**config.mk**
```make
export PLATFORM = sky130hd
export DESIGN_NAME = instruction_fetch_flat
export DESIGN_NICKNAME = d
export VERILOG_FILES = /design/src/rtl/imem_if.sv /design/src/rtl/instruction_fetch.sv /design/src/flat_wrapper.sv
export SDC_FILE = /design/constraint.sdc
export NUM_CORES = 1
export LEC_CHECK = 0
export CELL_PAD_IN_SITES_DETAIL_PLACEMENT = 1
export CELL_PAD_IN_SITES_GLOBAL_PLACEMENT = 1
export CORE_ASPECT_RATIO = 0.5
export CORE_MARGIN = 4
export CORE_UTILIZATION = 42
export CTS_CLUSTER_SIZE = 16
export DETAILED_ROUTE_END_ITERATION = 8
export HOLD_SLACK_MARGIN = 0.06
export PLACE_DENSITY_LB_ADDON = 0.1
export SETUP_SLACK_MARGIN = 0.2
export SYNTH_ARGS = -nofsm -noshare
export SYNTH_HDL_FRONTEND = slang
export SYNTH_SLANG_ARGS = --single-unit
```
**constraint.sdc**
```tcl
create_clock -name clock -period 13.7 [get_ports clock]
set_input_delay 1.37 -clock clock [delete_from_list [all_inputs] [get_ports clock]]
set_output_delay 1.37 -clock clock [all_outputs]
set_load 0.02 [all_outputs]
```
**src/rtl/imem_if.sv**
```systemverilog
// Instruction memory request/ready channel.
// The fetch stage is the master; the memory is the slave.
interface imem_if;
  logic        req;
  logic [63:0] addr;
  logic        ready;
  logic [31:0] rdata;

  modport master (
    output req,
    output addr,
    input  ready,
    input  rdata
  );

  modport slave (
    input  req,
    input  addr,
    output ready,
    output rdata
  );
endinterface

```
**src/rtl/instruction_fetch.sv**
```systemverilog
// Fetch stage: owns the PC, talks to instruction memory,
// and holds the IF/ID pipeline register.
module instruction_fetch #(
  parameter logic [63:0] RESET_PC = 64'h0,
  parameter logic [63:0] PC_INC   = 64'd4
) (
  input  logic        clock,
  input  logic        reset,
  input  logic        stall,
  input  logic        redirect,
  input  logic [63:0] redirect_target,
  imem_if.master      imem,
  output logic [31:0] instruction,
  output logic [63:0] PC_out_IF_ID,
  output logic [63:0] PC_inc_IF_ID,
  output logic        valid_IF_ID
);

  typedef enum logic [1:0] {
    FETCH,
    DISCARD,
    HOLD
  } state_t;

  state_t      state, state_nx;
  logic [63:0] pc, pc_nx;
  logic [63:0] pend, pend_nx;
  logic [63:0] hold_pc, hold_pc_nx;
  logic [31:0] hold_ins, hold_ins_nx;
  logic [31:0] ins_nx;
  logic [63:0] pco_nx, pci_nx;
  logic        vld_nx;
  logic        bub;
  logic        done;
  logic [63:0] pc_inc;

  // Request drops the instant reset asserts.
  assign imem.req  = !reset && (state != HOLD);
  assign imem.addr = pc;
  assign done      = imem.req && imem.ready;
  assign pc_inc    = pc + PC_INC;

  always_comb begin
    state_nx    = state;
    pc_nx       = pc;
    pend_nx     = pend;
    hold_pc_nx  = hold_pc;
    hold_ins_nx = hold_ins;
    ins_nx      = instruction;
    pco_nx      = PC_out_IF_ID;
    pci_nx      = PC_inc_IF_ID;
    vld_nx      = valid_IF_ID;
    bub         = 1'b0;
    unique case (state)
      FETCH: begin
        if (redirect) begin
          bub = 1'b1;
          if (done) begin
            pc_nx = redirect_target;
          end else begin
            pend_nx  = redirect_target;
            state_nx = DISCARD;
          end
        end else if (stall) begin
          if (done) begin
            hold_ins_nx = imem.rdata;
            hold_pc_nx  = pc;
            pc_nx       = pc_inc;
            state_nx    = HOLD;
          end
        end else if (done) begin
          ins_nx = imem.rdata;
          pco_nx = pc;
          pci_nx = pc_inc;
          vld_nx = 1'b1;
          pc_nx  = pc_inc;
        end else begin
          bub = 1'b1;
        end
      end
      DISCARD: begin
        if (redirect)
          pend_nx = redirect_target;
        // Newest redirect wins if it lands on the completing edge.
        if (done) begin
          pc_nx    = redirect ? redirect_target : pend;
          state_nx = FETCH;
        end
        if (redirect || !stall)
          bub = 1'b1;
      end
      HOLD: begin
        if (redirect) begin
          bub      = 1'b1;
          pc_nx    = redirect_target;
          state_nx = FETCH;
        end else if (!stall) begin
          ins_nx   = hold_ins;
          pco_nx   = hold_pc;
          pci_nx   = hold_pc + PC_INC;
          vld_nx   = 1'b1;
          state_nx = FETCH;
        end
      end
      default: state_nx = FETCH;
    endcase
    if (bub) begin
      ins_nx = 32'h0;
      pco_nx = 64'h0;
      pci_nx = 64'h0;
      vld_nx = 1'b0;
    end
  end

  always_ff @(posedge clock or posedge reset) begin
    if (reset) begin
      state        <= FETCH;
      pc           <= RESET_PC;
      pend         <= 64'h0;
      hold_pc      <= 64'h0;
      hold_ins     <= 32'h0;
      instruction  <= 32'h0;
      PC_out_IF_ID <= 64'h0;
      PC_inc_IF_ID <= 64'h0;
      valid_IF_ID  <= 1'b0;
    end else begin
      state        <= state_nx;
      pc           <= pc_nx;
      pend         <= pend_nx;
      hold_pc      <= hold_pc_nx;
      hold_ins     <= hold_ins_nx;
      instruction  <= ins_nx;
      PC_out_IF_ID <= pco_nx;
      PC_inc_IF_ID <= pci_nx;
      valid_IF_ID  <= vld_nx;
    end
  end

endmodule
```
**src/flat_wrapper.sv**
```systemverilog
// flat-port wrapper written by rule: the top's interface ports become plain ports
module instruction_fetch_flat 
#(
  parameter logic [63:0] RESET_PC = 64'h0,
  parameter logic [63:0] PC_INC   = 64'd4
)
  (clock, reset, stall, redirect, redirect_target, instruction, PC_out_IF_ID, PC_inc_IF_ID, valid_IF_ID, imem_req, imem_addr, imem_ready, imem_rdata);
  imem_if imem_i ();
  input  logic clock;
  input  logic reset;
  input  logic stall;
  input  logic redirect;
  input  logic [63:0] redirect_target;
  output logic [31:0] instruction;
  output logic [63:0] PC_out_IF_ID;
  output logic [63:0] PC_inc_IF_ID;
  output logic valid_IF_ID;
  output wire logic [$bits(imem_i.req)-1:0] imem_req;
  output wire logic [$bits(imem_i.addr)-1:0] imem_addr;
  input wire logic [$bits(imem_i.ready)-1:0] imem_ready;
  input wire logic [$bits(imem_i.rdata)-1:0] imem_rdata;
  assign imem_req = imem_i.req;
  assign imem_addr = imem_i.addr;
  assign imem_i.ready = imem_ready;
  assign imem_i.rdata = imem_rdata;
  instruction_fetch #(.RESET_PC(RESET_PC), .PC_INC(PC_INC)) u_core (.clock(clock), .reset(reset), .stall(stall), .redirect(redirect), .redirect_target(redirect_target), .imem(imem_i), .instruction(instruction), .PC_out_IF_ID(PC_out_IF_ID), .PC_inc_IF_ID(PC_inc_IF_ID), .valid_IF_ID(valid_IF_ID));
endmodule
```
==> results.cfg <==
[outcome]
status = completed

[detailed_routing]
drc_errors = 0
drt_iter0_drc = 1877
wire_per_inst_um = 27.14
first_pass_iters = 5
vias = 18980
antenna_left = 0
wirelength_mm = 83.94
viasPerCell = 6.135

[synthesis]
synth_cells = 2176
synthFlopType = dfrtp_1
synth_area_um2 = 21280
synth_cell_type_count = 68
ys_seq_elements = 385
synth-seq-area-share = 0.4528
synth-edff-count = 0
syn_nets = 2284
async_flop_share = 1.000
yosysWarnings = 0
syn_avg_cell_area_um2 = 9.779

[placement]
routabilityCongestion = 0.9038
hpwl_mm = 60.16
numPortBuffers = 326

[worst_setup_path]
path_class = input pin to async pin
critPathRequiredTime_ns = 14.25
critical_path.max_fanout = 173
arrival_ns = 5.08
cp-start-kind = input pin
end_kind = async pin

[sta]
rsz0062_at_grt = no
period_share = 0.3306
fin_skew_ns = 0.01950
maxSlewViolCount = 0
fmax_mhz = 220.8
tns_ns = 0
worst_pin_slew_ns = 1.303
setup_viol = 0
period_needed_ns = 4.529
fin_hold_ws_ns = 0.4948
finalHoldViolCount = 0
max_slew_margin = 0.1236

[clock_tree]
clockBufferDepth = 3
root_buffer = clkbuf_16
hold_buffers = 0
cts_tree = built
clock-sinks = 385
post_cts_resized = 0
clkSlewWorstSetupHoldPaths_ns = 0.06
clkLatencyLatePin_ns = 0.57
postCtsSetupBuffers = 0
htree_levels = 2
cts_buffers = 39

[floorplanning]
num_io_pins = 327
rows = 57
die_w_um = 326.3
core_um2 = 49280
dieHeight_um = 167.2
initial_core_util = 0.4318
die_area_um2 = 54550

[layout]
antenna_cells = 0
fin_nets = 2492
drive_above_1_share = 0.1172
register_area_um2 = 9634
multi_input_area_um2 = 10840
syn_to_final_growth_pct = 23.59
fillCellCount = 5431

[power]
leakage_uw = 0.01005
peakVddDrop_mv = 0.1042
p_total_uw = 5595
power-per-cell-area_nw_per_um2 = 212.7

[global_routing]
grt_usage = 0.3001
grt_max_degree = 209
grt_overflow_total = 0
antenna_found_initial = 2
grt_pass1_vias = 18340
grt_pass1_wl_mm = 124.8

[flow_run]
max-cap-violations = 0

[hold_path]
hold_path_class = register to register
logic make-up after synthesis:
kind of cell,synth area share
AND/OR/NAND/NOR,0.1521
AO/OA/AOI/OAI,0.1644
flip-flops,0.4528
multiplexers,0.1561
buffers and inverters,0.04057
XOR/XNOR,0.03005
adder cells (fa/ha/maj),0.004116
Yosys cell counts (all sizes together), types with 22 or more instances:
| cell type | n | area share |
|---|---|---|
| nand2 | 200 | 0.035 |
| dfrtp | 385 | 0.45 |
| o21ai | 111 | 0.026 |
| mux2i | 154 | 0.072 |
| or3 | 29 | 0.0088 |
| a21oi | 89 | 0.021 |
| nand4 | 44 | 0.013 |
| mux2 | 158 | 0.084 |
| nor3 | 34 | 0.0080 |
| nor2 | 167 | 0.029 |
| buf | 30 | 0.0068 |
| xor2 | 26 | 0.011 |
| nand3 | 86 | 0.020 |
| nor4 | 28 | 0.0091 |
| a32o | 37 | 0.017 |
| clkbuf | 160 | 0.028 |
| and3 | 22 | 0.0065 |
| o211ai | 37 | 0.013 |
| xnor2 | 47 | 0.019 |
| inv | 30 | 0.0053 |
| a211oi | 100 | 0.035 |
metrics by stage:
| step | cells | util | cell area, um^2 | setup slack, ns |
|---|---|---|---|---|
| 6_report | 3093 | 0.5337 | 26300 | 9.171 |
| 3_3_place_gp | 3021 | 0.5066 | 24960 | 8.467 |
| 3_5_place_dp | 3021 | 0.5066 | 24960 | 8.427 |
| 2_1_floorplan | 2176 | - | 21280 | 1.631 |
| 5_1_grt | 3093 | 0.5337 | 26300 | 8.634 |
| 4_1_cts | 3093 | 0.5337 | 26300 | 9.021 |
where the power goes:
group / total [uW] / internal (uW) / leakage, uW / switching (uW)
sequential: 2140 / 1510 / 0.00494 / 639
combinational: 2300 / 943 / 0.00445 / 1360
clock: 1150 / 655 / 0.000654 / 494
total: 5590 / 3100 / 0.0100 / 2490
final timing paths:
kind | slack [ns] | cells past startpoint | start | end
max in group clock | 9.23 | 9 | reset | u_core.PC_inc_IF_ID[61]$_DFFE_PP0P_
max reg2reg | 9.47 | 10 | u_core.state[0]$_DFFE_PP0P_ | u_core.PC_inc_IF_ID[62]$_DFFE_PP0P_
max | 9.17 | 5 | reset | u_core.PC_out_IF_ID[49]$_DFFE_PP0P_
min in group asynchronous | 1.41 | 2 | reset | u_core.imem.addr[60]$_DFFE_PP0P_
min | 0.49 | 1 | u_core.PC_inc_IF_ID[54]$_DFFE_PP0P_ | u_core.PC_inc_IF_ID[54]$_DFFE_PP0P_
min reg2reg | 0.49 | 1 | u_core.PC_inc_IF_ID[54]$_DFFE_PP0P_ | u_core.PC_inc_IF_ID[54]$_DFFE_PP0P_
registers in the layout, indices dropped and copies added (netlist names):
register,count
u_core.PC_inc_IF_ID,64
u_core.hold_pc,64
u_core.imem.addr,64
u_core.pend,64
u_core.PC_out_IF_ID,62
u_core.hold_ins,32
u_core.instruction,32
u_core.state,2
u_core.valid_IF_ID,1
critical path: stages:
cell and delay, ns:
clkdlybuf4s50_1 0.58, inv_8 0.48, buf_12 0.54, buf_4 0.78, buf_4 0.88
cells in the final DEF (no fill, tap or decap), types with 26 or more instances in the layout:
master           count
xor2_1              26
nand4_1             43
o21ai_0            106
clkdlybuf4s50_1    325
mux2_2             158
dfrtp_1            385
a211oi_1            99
a32o_1              37
nor3_1              33
xnor2_1             47
clkbuf_16           40
nor2_1             166
buf_4               30
nand2_1            200
o211ai_1            37
mux2i_1            154
nand3_1             86
or3_1               27
inv_1               27
a21oi_1             89
cell type report:
class / instances / area share
clock buffers: 56 / 0.04301
multi-input cells: 1570 / 0.4121
clock inverters: 16 / 0.007755
inverters: 31 / 0.004710
well taps: 678 / 0.03226
repair buffers: 357 / 0.1338
flip-flops and latches: 385 / 0.3663
metal layers:
metal	wire, um	GRT usage
met1	41240	0.4778
met2	33340	0.4078
met3	8463	0.08578
met4	902	0.03970
met5	0	0
No activity file was read; power rests on OpenSTA's default activity.
